<file path="src/rtl/sys_tx_fifo.sv">
// First-word-fall-through byte FIFO between the system controller and the UART transmitter.
// Full/empty are registered start-of-cycle flags; overflow/underflow are sticky debug flags.
module sys_tx_fifo #(
  parameter int Data_width    = 8,
  parameter int Depth         = 8,
  parameter int Address_width = 3
) (
  input  logic                     CLK,
  input  logic                     RST,
  input  logic [Data_width-1:0]    WR_DATA,
  input  logic                     WR_EN,
  output logic                     FIFO_full,
  output logic                     ALMOST_FULL,
  input  logic                     RD_INC,
  output logic [Data_width-1:0]    RD_DATA,
  output logic                     EMPTY,
  output logic [Address_width:0]   COUNT,
  output logic                     OVERFLOW,
  output logic                     UNDERFLOW,
  input  logic                     CLR_ERR
);

  localparam int CW = Address_width + 1;
  localparam logic [CW-1:0] DEPTH_C  = CW'(Depth);
  localparam logic [CW-1:0] AFULL_C  = CW'(Depth - 1);

  logic [Data_width-1:0] mem_q [Depth];
  logic [CW-1:0] wr_ptr_q, wr_ptr_d, rd_ptr_q, rd_ptr_d, cnt_d;
  logic          full_q, full_d, empty_q, empty_d, afull_q, afull_d;
  logic          ovf_q, ovf_d, udf_q, udf_d;
  logic          wr_acc, rd_acc;

  always_comb begin
    wr_acc   = WR_EN & ~full_q;
    rd_acc   = RD_INC & ~empty_q;
    wr_ptr_d = wr_ptr_q + CW'(wr_acc);
    rd_ptr_d = rd_ptr_q + CW'(rd_acc);
    cnt_d    = wr_ptr_d - rd_ptr_d;
    full_d   = (cnt_d == DEPTH_C);
    empty_d  = (cnt_d == '0);
    afull_d  = (cnt_d >= AFULL_C);
    // A new violation in the same cycle as CLR_ERR must stay visible.
    ovf_d    = (ovf_q & ~CLR_ERR) | (WR_EN & full_q);
    udf_d    = (udf_q & ~CLR_ERR) | (RD_INC & empty_q);
  end

  always_ff @(posedge CLK) begin
    if (RST) begin
      wr_ptr_q <= '0;
      rd_ptr_q <= '0;
      full_q   <= 1'b0;
      empty_q  <= 1'b1;
      afull_q  <= 1'b0;
      ovf_q    <= 1'b0;
      udf_q    <= 1'b0;
    end else begin
      wr_ptr_q <= wr_ptr_d;
      rd_ptr_q <= rd_ptr_d;
      full_q   <= full_d;
      empty_q  <= empty_d;
      afull_q  <= afull_d;
      ovf_q    <= ovf_d;
      udf_q    <= udf_d;
    end
  end

  // Storage is intentionally unreset; a write during reset is discarded.
  always_ff @(posedge CLK) begin
    if (wr_acc && !RST) mem_q[wr_ptr_q[Address_width-1:0]] <= WR_DATA;
  end

  assign FIFO_full   = full_q;
  assign ALMOST_FULL = afull_q;
  assign EMPTY       = empty_q;
  assign COUNT       = wr_ptr_q - rd_ptr_q;
  assign OVERFLOW    = ovf_q;
  assign UNDERFLOW   = udf_q;
  assign RD_DATA     = empty_q ? '0 : mem_q[rd_ptr_q[Address_width-1:0]];

endmodule
</file>
<file path="config.mk">
export PLATFORM = sky130hd
export DESIGN_NAME = sys_tx_fifo
export DESIGN_NICKNAME = d
export VERILOG_FILES = /design/src/rtl/sys_tx_fifo.sv
export SDC_FILE = /design/constraint.sdc
export NUM_CORES = 1
export LEC_CHECK = 0
export ABC_AREA = 1
export BUFFER_PORTS_ARGS = -buffer_cell sky130_fd_sc_hd__buf_2
export CAP_MARGIN = 10
export CORE_MARGIN = 4
export CORE_UTILIZATION = 63
export DETAILED_ROUTE_END_ITERATION = 7
export GPL_ROUTABILITY_DRIVEN = 0
export PLACE_DENSITY = 0.86
export SLEW_MARGIN = 15
export SYNTH_ARGS = -nofsm -noshare
export SYNTH_HDL_FRONTEND = slang
export SYNTH_SLANG_ARGS = --single-unit
</file>
<file path="constraint.sdc">
create_clock -name CLK -period 4.3 [get_ports CLK]
set_input_delay 0.215 -clock CLK [delete_from_list [all_inputs] [get_ports CLK]]
set_output_delay 0.215 -clock CLK [all_outputs]
set_load 0.03 [all_outputs]
</file>
==> results.yml, run 1 <==
critical_path:
  timing.reg2reg.worst_path_depth: 12
  maximum_cell_stage_delay_along_the_critical_path_ps: 870
  timing.setup.critical_path_class: "flop to output pin"
  r2r-start: "rd_ptr_q[0]$_SDFF_PP0_"
  timing.critical_path.slowest_stage_cell: "sky130_fd_sc_hd__dfxtp_1"
  arr_time_crit_path_ps: 2930
  crit_required_ps: 4090
  cp_num_buf_inv: 2
  r2r_slack_ps: 1880
  crit_path_start: "rd_ptr_q[1]$_SDFF_PP0_"
  crit_chain: "clkinv_1 -> ha_1 -> nand2_1 -> o21ai_0 -> xor2_1 -> buf_2"
  endpoint_kind: "output pin"
  critPathMaxFanout: 22
  timing.critical_path.max_delay_family: "flip-flops"
  r2r_end: "ALMOST_FULL$_SDFF_PP0_"
  worst_setup_path_start_kind: "flop"
cts:
  cts.repair_timing.setup_buffer_count: 0
  tritoncts: "built"
  cts_made_buffers: 9
  cts_sinks: 77
  clk_transition_reported_paths_ps: 70
  insertion_delay_ps: 350
  ctsResizeCount: 0
  clock-root-buffer: "sky130_fd_sc_hd__clkbuf_8"
  clock_tree.buffer_depth: 2
  cts-hold-fix-buffers: 0
  maximum_level_of_the_cts_h_tree: 3
timing:
  layout_worst_path_cycle_share_pct: 73.1
  hold_violations: 0
  tightest_pin_transition_ps: 1070
  rel_slew_slack_pct: 28.5
  clock.fmax_ghz: 0.318
  final_period_minus_worst_setup_slack_ps: 3140
  grt_setup_unrepaired: "no"
  setup_viol: 0
  final.setup_skew_ps: 7.69
  setup_total_negative_slack_ps: 0
  report.final.slew_viol_count: 0
power:
  clock_share_of_power_pct: 30.3
  seqPwrFrac_pct: 41.1
  p_leak_nw: 1.43
  power.density_nw_per_um2: 574
  internal-power_w: 0.00141
  totalPowerFinal_w: 0.00214
  vdd_ir_drop_max_v: 0.000418
  combPwrFrac_pct: 28.6
  power.net_switching_w: 0.000721
  power.share.switching_pct: 33.8
yosys:
  mappedNetlistArea_um2: 3300
  synth.ff_latch_count: 77
  yosysMostFrequentCell: "sky130_fd_sc_hd__nor2_1"
  synth_area_leaders: "sky130_fd_sc_hd__edfxtp_1 (58%), sky130_fd_sc_hd__dfxtp_1 (7.9%), sky130_fd_sc_hd__nor2_1 (7.4%)"
  synthCells: 297
  synthArstFlopShare_pct: 0
  synth_nets: 322
  ys.warnings.count: 0
  synth_commonest_cells: "sky130_fd_sc_hd__nor2_1 (65), sky130_fd_sc_hd__edfxtp_1 (64), sky130_fd_sc_hd__o21ai_1 (37)"
  yosysUniqueCellTypes: 26
  synth_area_leader: "sky130_fd_sc_hd__edfxtp_1"
  synth.avg_cell_area_um2: 11.1
  yosysTopAreaCellShare_pct: 58.2
  synth_seq_area_share_pct: 66.0
  synth_ff_type: "sky130_fd_sc_hd__edfxtp_1"
  synth_edf_count: 64
min_path:
  min_to: "UNDERFLOW$_SDFF_PP0_"
  holdCritPathClass: "primary input to flop"
  min-delay-start: "CLR_ERR"
  min_path_cells: 4
drt:
  post-route-drc-count: 0
  routed-via-count: 2362
  initialDrtViolationCount: 324
  vias_per_cell: 5.89
  drt_wl_total_mm: 7.26
  drt_first_pass_iters: 5
  drtAntennaViolNets: 0
  routed_wire_length_per_instance_um: 18.1
floorplan:
  die_w_um: 80.4
  die_y_um: 80.4
  die_area_um2: 6470
  design.portCount: 30
  floorplan.initialDensity_pct: 64.7
  std_cell_rows: 26
  coreArea_um2: 5110
final_layout:
  antenna_cells_inserted: 0
  final-instance-count-excl-fill: 401
  drive_above_1_share_pct: 14.2
  finish.net_count: 352
  syn_to_final_growth_pct: 12.6
grt:
  pin_count_of_the_biggest_net_entering_global_routing: 36
  global_route.overflow_total: 0
  grtUsageTotal_pct: 24.6
  first_global_vias: 2227
  grt_first_pass_wirelength_mm: 11.3
  antenna_found_initial: 0
outcome:
  run_status: "complete, no violations"
placement:
  port_buffers: 29
  dp.final_hpwl_mm: 4.52
  placedCellCount: 386
flow_run:
  drv_cap: 0
==> power groups by stage <==
stage          registers [W]  clock network (W)  logic, W
6_report            0.000878           0.000647  0.000611
3_5_place_dp        0.000893                  0  0.000594
3_3_place_gp        0.000891                  0  0.000573
2_1_floorplan       0.000917                  0  0.000413
5_1_grt             0.000882           0.000691  0.000675
4_1_cts             0.000877           0.000650  0.000607
==> metal layers <==
layer,wire length (um),GRT usage [%],up-vias
met3,629,7.74,16
met5,0,0,-
met4,143,9.29,0
li1,-,-,1097
met1,2940,31.2,1113
met2,3550,39.5,136
==> registers in the layout, summed over array words and instances (netlist names) <==
signal / flops
mem_q: 64
UNDERFLOW: 1
rd_ptr_q: 4
EMPTY: 1
FIFO_full: 1
ALMOST_FULL: 1
wr_ptr_q: 4
OVERFLOW: 1
==> through the flow <==
stage | util [%] | worst slack (ps) | area, um^2 | hold WS (ps)
after floorplan | - | 2170 | 3300 | 314
after detailed placement | 68.3 | 1570 | 3490 | 449
after CTS | 72.9 | 1210 | 3720 | 110
after global routing | 72.9 | 871 | 3720 | 117
final | 72.9 | 1160 | 3720 | 126
after global placement | 68.3 | 1670 | 3490 | 454
==> placed cells by master, fill, tap and decap left out, types with 2 or more instances in the layout <==
| cell | count |
|---|---|
| sky130_fd_sc_hd__o22ai_1 | 16 |
| sky130_fd_sc_hd__clkinv_1 | 2 |
| sky130_fd_sc_hd__xnor2_1 | 4 |
| sky130_fd_sc_hd__inv_1 | 18 |
| sky130_fd_sc_hd__clkbuf_8 | 9 |
| sky130_fd_sc_hd__o21ai_0 | 5 |
| sky130_fd_sc_hd__a21oi_1 | 5 |
| sky130_fd_sc_hd__nand3_1 | 3 |
| sky130_fd_sc_hd__nand2_1 | 30 |
| sky130_fd_sc_hd__fa_1 | 2 |
| sky130_fd_sc_hd__o21ai_1 | 37 |
| sky130_fd_sc_hd__edfxtp_1 | 64 |
| sky130_fd_sc_hd__ha_1 | 10 |
| sky130_fd_sc_hd__dfxtp_1 | 13 |
| sky130_fd_sc_hd__bufinv_16 | 3 |
| sky130_fd_sc_hd__buf_2 | 29 |
| sky130_fd_sc_hd__nor3_1 | 2 |
| sky130_fd_sc_hd__nand4_1 | 4 |
| sky130_fd_sc_hd__nor2_1 | 65 |
==> cells by family (layout without fill, tap and decap cells) <==
kind of cell | Yosys count | count (layout) | share of synthesized area [%]
adder cells (fa/ha/maj) | 12 | 12 | 5.00
buffers and inverters | 31 | 65 | 4.05
flip-flops | 77 | 77 | 66.0
AND/OR/NAND/NOR | 108 | 108 | 13.2
XOR/XNOR | 5 | 5 | 1.33
AO/OA/AOI/OAI | 64 | 64 | 10.4
==> how the worst max path moves through the flow <==
stage,slack [ps],cells past startpoint,end
after floorplan,2170,13,FIFO_full$_SDFF_PP0_
after global placement,1670,6,COUNT[3]
after detailed placement,1570,6,COUNT[3]
after CTS,1210,6,COUNT[3]
after global routing,870,6,COUNT[3]
final,1160,6,COUNT[3]
==> worst reg2reg max path: stages (launching register included) <==
cell and delay [ps]:
sky130_fd_sc_hd__dfxtp_1 310, sky130_fd_sc_hd__buf_4 320, sky130_fd_sc_hd__ha_1 350, sky130_fd_sc_hd__ha_1 200, sky130_fd_sc_hd__xnor2_1 90, sky130_fd_sc_hd__ha_1 360, sky130_fd_sc_hd__nand2_1 60, sky130_fd_sc_hd__o21ai_1 180
sky130_fd_sc_hd__inv_1 70, sky130_fd_sc_hd__nand3_1 80, sky130_fd_sc_hd__nand2_1 110, sky130_fd_sc_hd__nand2_1 130, sky130_fd_sc_hd__nand2_1 60
==> area by class of cell <==
class / instances / area [um^2]
sequential: 77 / 2180
fill: 337 / 1390
multi-input combinational: 189 / 988
timing repair buffer: 30 / 153
clock buffer: 9 / 124
clock inverter: 6 / 111
tap: 70 / 87.6
inverter: 20 / 75.1
Power figures use the tool's default switching activity.
==> run 2: changes to the inputs <==
Settings changed: CORE_UTILIZATION 63 to 58, PLACE_DENSITY 0.86 to 0.8.
Clock period 4.3 ns to 3.05 ns, I/O delays scaled along.
==> results.yml, run 2 (same netlist as run 1, synthesis figures left out) <==
cts:
  cts_made_buffers: 9
  ctsResizeCount: 0
  cts.repair_timing.setup_buffer_count: 0
  tritoncts: "built"
  clk_transition_reported_paths_ps: 80
  clock_tree.buffer_depth: 2
  cts_sinks: 77
  maximum_level_of_the_cts_h_tree: 3
  insertion_delay_ps: 350
  clock-root-buffer: "sky130_fd_sc_hd__clkbuf_8"
  cts-hold-fix-buffers: 0
timing:
  report.final.slew_viol_count: 0
  layout_worst_path_cycle_share_pct: 75.5
  tightest_pin_transition_ps: 954
  grt_setup_unrepaired: "no"
  clock.fmax_ghz: 0.434
  hold_slack_ps: 65.1
  setup_total_negative_slack_ps: 0
  hold_violations: 0
  rel_slew_slack_pct: 36.2
  final_period_minus_worst_setup_slack_ps: 2300
  setup_viol: 0
  final.setup_skew_ps: 11.3
final_layout:
  max_reg_flops: 64
  layout.cells.most_common_list: "sky130_fd_sc_hd__nor2_1 (65), sky130_fd_sc_hd__edfxtp_1 (64), sky130_fd_sc_hd__o21ai_1 (37)"
  finish.net_count: 357
  syn_to_final_growth_pct: 12.8
  finish.utilization_pct: 67.7
  final-instance-count-excl-fill: 409
  antenna_cells_inserted: 0
  layout.cells.most_common: "sky130_fd_sc_hd__nor2_1"
  drive_above_1_share_pct: 15.7
  filler_cell_count: 406
drt:
  drtAntennaViolNets: 0
  initialDrtViolationCount: 207
  drt_wl_total_mm: 7.16
  routed-via-count: 2275
  vias_per_cell: 5.56
  post-route-drc-count: 0
  drt_first_pass_iters: 4
  routed_wire_length_per_instance_um: 17.5
grt:
  global_route.overflow_total: 0
  pin_count_of_the_biggest_net_entering_global_routing: 35
  first_global_vias: 2298
  antenna_found_initial: 0
  grt_first_pass_wirelength_mm: 11.4
  grtUsageTotal_pct: 21.9
placement:
  placedCellCount: 393
  dp.final_hpwl_mm: 4.58
  port_buffers: 29
critical_path:
  timing.critical_path.slowest_stage_cell: "sky130_fd_sc_hd__inv_2"
  maximum_cell_stage_delay_along_the_critical_path_ps: 460
  crit_required_ps: 2900
  r2r_slack_ps: 960
  endpoint_kind: "output pin"
  arr_time_crit_path_ps: 2150
  crit_chain: "buf_4 -> inv_2 -> nor2_1 -> o22ai_1 -> nor2_1 -> nor2_1 -> buf_2"
  cp_common_cell: "sky130_fd_sc_hd__nor2_1"
  timing.setup.critical_path_class: "flop to output pin"
  critPathMaxFanout: 34
  worst_setup_path_start_kind: "flop"
power:
  power.density_nw_per_um2: 766
  vdd_ir_drop_max_v: 0.000577
  totalPowerFinal_w: 0.00285
  p_leak_nw: 1.44
floorplan:
  die_w_um: 83.5
  design.portCount: 30
  die_y_um: 83.5
  std_cell_rows: 27
  coreArea_um2: 5510
  die_area_um2: 6970
  floorplan.initialDensity_pct: 60.0
min_path:
  holdCritPathClass: "primary input to flop"
flow_run:
  drv_cap: 0
outcome:
  run_status: "complete, no violations"
-- run 2: per-stage QoR --
step	cell area [um^2]	worst slack, ps
2_1_floorplan	3300	917
3_3_place_gp	3530	1060
3_5_place_dp	3530	993
4_1_cts	3730	746
5_1_grt	3730	527
6_report	3730	747
-- run 2: worst paths after layout --
check,startpoint,end,depth (start not counted)
max,rd_ptr_q[0]$_SDFF_PP0_,RD_DATA[5],7
min,WR_DATA[1],mem_q[3][1]$_DFFE_PP_,1
min reg2reg,UNDERFLOW$_SDFF_PP0_,UNDERFLOW$_SDFF_PP0_,2
max reg2reg,FIFO_full$_SDFF_PP0_,FIFO_full$_SDFF_PP0_,13
-- run 2: cell type report --
type	count	area, um^2	area share, %
Sequential cell	77	2180	58.6
Inverter	20	75.1	2.01
Timing Repair Buffer	35	190	5.10
Clock inverter	6	72.6	1.95
Tap cell	72	90.1	2.42
Multi-Input combinational cell	189	988	26.5
Clock buffer	10	128	3.43
-- run 2: routing by layer --
metal,GRT usage [%],vias to the layer above,wire length [um]
met3,5.92,12,552
li1,-,1115,-
met1,26.7,1061,2830
met4,10.1,0,133
met2,36.6,87,3640
met5,0,-,0
-- run 2: critical path: cells and delay by family (launching register included) --
kind	cells	cell delay, ps
buf+inv	3	930
flops	1	320
simple gates	3	320
compound gates	1	220
-- run 2: where the power goes --
part / internal [W] / switching (W) / total [W]
logic: 0.000262 / 0.000598 / 0.000860
clock network: 0.000385 / 0.000377 / 0.000762
registers: 0.00120 / 0.0000356 / 0.00123
==> run 3: changes to the inputs <==
Settings changed: CORE_UTILIZATION 58 to 53, PLACE_DENSITY 0.8 to 0.77.
Clock period 3.05 ns to 2.1 ns, I/O delays scaled along.
==> results.yml, run 3 (same netlist as run 1, synthesis figures left out) <==
cts:
  tritoncts: "built"
  cts_sinks: 77
  clock-root-buffer: "sky130_fd_sc_hd__clkbuf_8"
  clk_transition_reported_paths_ps: 80
  clock_tree.buffer_depth: 2
  insertion_delay_ps: 350
  maximum_level_of_the_cts_h_tree: 3
  cts_made_buffers: 9
power:
  vdd_ir_drop_max_v: 0.000646
  combPwrFrac_pct: 33.1
  clock_share_of_power_pct: 23.1
  seqPwrFrac_pct: 43.7
  power.share.switching_pct: 35.9
  power.density_nw_per_um2: 1060
  p_leak_nw: 1.49
  internal-power_w: 0.00261
  power.net_switching_w: 0.00146
floorplan:
  coreArea_um2: 5990
  floorplan.initialDensity_pct: 55.2
  design.portCount: 30
  die_w_um: 87.0
  die_area_um2: 7560
  die_y_um: 87.0
  std_cell_rows: 28
drt:
  post-route-drc-count: 0
  routed_wire_length_per_instance_um: 16.2
  drt_first_pass_iters: 4
  drt_wl_total_mm: 6.86
  routed-via-count: 2305
  drtAntennaViolNets: 0
  initialDrtViolationCount: 119
  vias_per_cell: 5.45
critical_path:
  endpoint_kind: "output pin"
  cp_num_buf_inv: 4
  timing.setup.critical_path_class: "flop to output pin"
  arr_time_crit_path_ps: 1920
  r2r_slack_ps: 150
  timing.critical_path.slowest_stage_cell: "sky130_fd_sc_hd__dfxtp_1"
  crit_chain: "buf_12 -> clkinv_1 -> buf_4 -> o21ai_0 -> o22ai_1 -> o21ai_1 -> nor2_1 -> buf_2"
  crit_path_start: "rd_ptr_q[1]$_SDFF_PP0_"
  critPathMaxFanout: 21
  timing.critical_path.max_delay_family: "buffers and inverters"
  maximum_cell_stage_delay_along_the_critical_path_ps: 340
  crit_required_ps: 2000
  timing.reg2reg.worst_path_depth: 13
  r2r-start: "FIFO_full$_SDFF_PP0_"
  worst_setup_path_start_kind: "flop"
  r2r_end: "ALMOST_FULL$_SDFF_PP0_"
min_path:
  holdCritPathClass: "primary input to flop"
  min_path_cells: 4
  min-delay-start: "CLR_ERR"
  min_to: "OVERFLOW$_SDFF_PP0_"
grt:
  global_route.usage.met1_pct: 25.4
  pin_count_of_the_biggest_net_entering_global_routing: 35
  grtUsageTotal_pct: 19.5
  global_route.overflow_total: 0
  antenna_found_initial: 0
  global_route.usage.met2_pct: 31.9
  top_usage_layer: "met2"
  first_global_vias: 2221
  grtUsageMet3_pct: 3.41
  grt_first_pass_wirelength_mm: 10.8
final_layout:
  drive_above_1_share_pct: 21.0
  final_design_area_no_fill_um2: 3850
  filler_cell_count: 464
  layout.cells.most_common: "sky130_fd_sc_hd__nor2_1"
  antenna_cells_inserted: 0
  layout.cells.most_common_list: "sky130_fd_sc_hd__nor2_1 (65), sky130_fd_sc_hd__edfxtp_1 (64), sky130_fd_sc_hd__o21ai_1 (37)"
  multi_input_area_um2: 1020
  max_reg_flops: 64
  syn_to_final_growth_pct: 16.4
  finish.net_count: 369
  final-seq-area_um2: 2180
  final-instance-count-excl-fill: 423
timing:
  setup_viol: 0
  hold_violations: 0
  rel_slew_slack_pct: 78.5
  report.final.slew_viol_count: 0
  final_period_minus_worst_setup_slack_ps: 2030
  clock.fmax_ghz: 0.493
  final.setup_skew_ps: 9.56
  tightest_pin_transition_ps: 323
  layout_worst_path_cycle_share_pct: 96.7
flow_run:
  drv_cap: 0
placement:
  placedInstanceArea_um2: 3610
  port_buffers: 29
  placedCellCount: 407
  dp.final_hpwl_mm: 4.39
outcome:
  run_status: "complete, no violations"
==> run 3: cell types whose count changed in the layout (fill, tap and decap cells not counted), sizes merged <==
cell	change
clkinv	+1
buf	+11
bufinv	-1
==> run 3: final cells by class <==
| type | instances | share of cell area [%] |
|---|---|---|
| Clock buffer | 9 | 3.22 |
| Clock inverter | 6 | 1.01 |
| Inverter | 20 | 1.95 |
| Multi-Input combinational cell | 189 | 26.6 |
| Sequential cell | 77 | 56.8 |
| Tap cell | 75 | 2.44 |
| Timing Repair Buffer | 47 | 8.00 |
==> run 3: worst max-delay path by stage <==
| stage | to | slack (ps) | depth (start not counted) |
|---|---|---|---|
| 3_3_place_gp | FIFO_full$_SDFF_PP0_ | 140 | 13 |
| 3_5_place_dp | FIFO_full$_SDFF_PP0_ | 70 | 13 |
| 4_1_cts | COUNT[3] | 20 | 6 |
| 6_report | RD_DATA[0] | 70 | 8 |
| 2_1_floorplan | EMPTY$_SDFF_PP1_ | 5 | 7 |
| 5_1_grt | ALMOST_FULL$_SDFF_PP0_ | -20 | 13 |
==> run 3: power by group through the flow <==
| stage | clock network [W] | registers (W) | logic (W) |
|---|---|---|---|
| 2_1_floorplan | 0 | 0.00188 | 0.000846 |
| 3_3_place_gp | 0 | 0.00181 | 0.00126 |
| 4_1_cts | 0.000962 | 0.00178 | 0.00130 |
| 5_1_grt | 0.00102 | 0.00179 | 0.00149 |
| 6_report | 0.000943 | 0.00178 | 0.00135 |
| 3_5_place_dp | 0 | 0.00181 | 0.00129 |
==> run 3: through the flow <==
stage | util, % | power (W) | worst slack [ps] | setup TNS, ps | hold slack, ps
3_5_place_dp | 60.3 | 0.00310 | 70.1 | 0 | 378
6_report | 64.2 | 0.00407 | 70.2 | 0 | 14.4
3_3_place_gp | 60.3 | 0.00307 | 145 | 0 | 371
5_1_grt | 64.2 | 0.00430 | -21.6 | -40.1 | 17.2
4_1_cts | 63.2 | 0.00404 | 18.8 | 0 | 0.563
2_1_floorplan | - | 0.00272 | 4.88 | 0 | 204
==> run 3: routing by layer <==
layer  part of all wire [%]  wire length, um
met5                      0                0
met4                    2.0              139
met3                    4.8              331
met2                     51             3520
met1                     42             2870
==> run 3: repair_timing <==
action | CTS | global route
pin swaps | 0 | 1
buffers inserted | 0 | 1
endpoints found under the setup margin | 2 | 8
hold buffers | 0 | 0
resized for setup | 2 | 14
==> run 3: worst register-to-register path, stage by stage, from the launching register on <==
cell	delay, ps
sky130_fd_sc_hd__dfxtp_2	330
sky130_fd_sc_hd__nor2_1	110
sky130_fd_sc_hd__ha_2	210
sky130_fd_sc_hd__ha_1	160
sky130_fd_sc_hd__or2_1	130
sky130_fd_sc_hd__nand2_2	80
sky130_fd_sc_hd__ha_4	290
sky130_fd_sc_hd__nand2_1	60
sky130_fd_sc_hd__o21ai_2	130
sky130_fd_sc_hd__inv_1	50
sky130_fd_sc_hd__nand3_1	70
sky130_fd_sc_hd__nand2_1	90
sky130_fd_sc_hd__nand2_2	80
sky130_fd_sc_hd__nand2_1	50
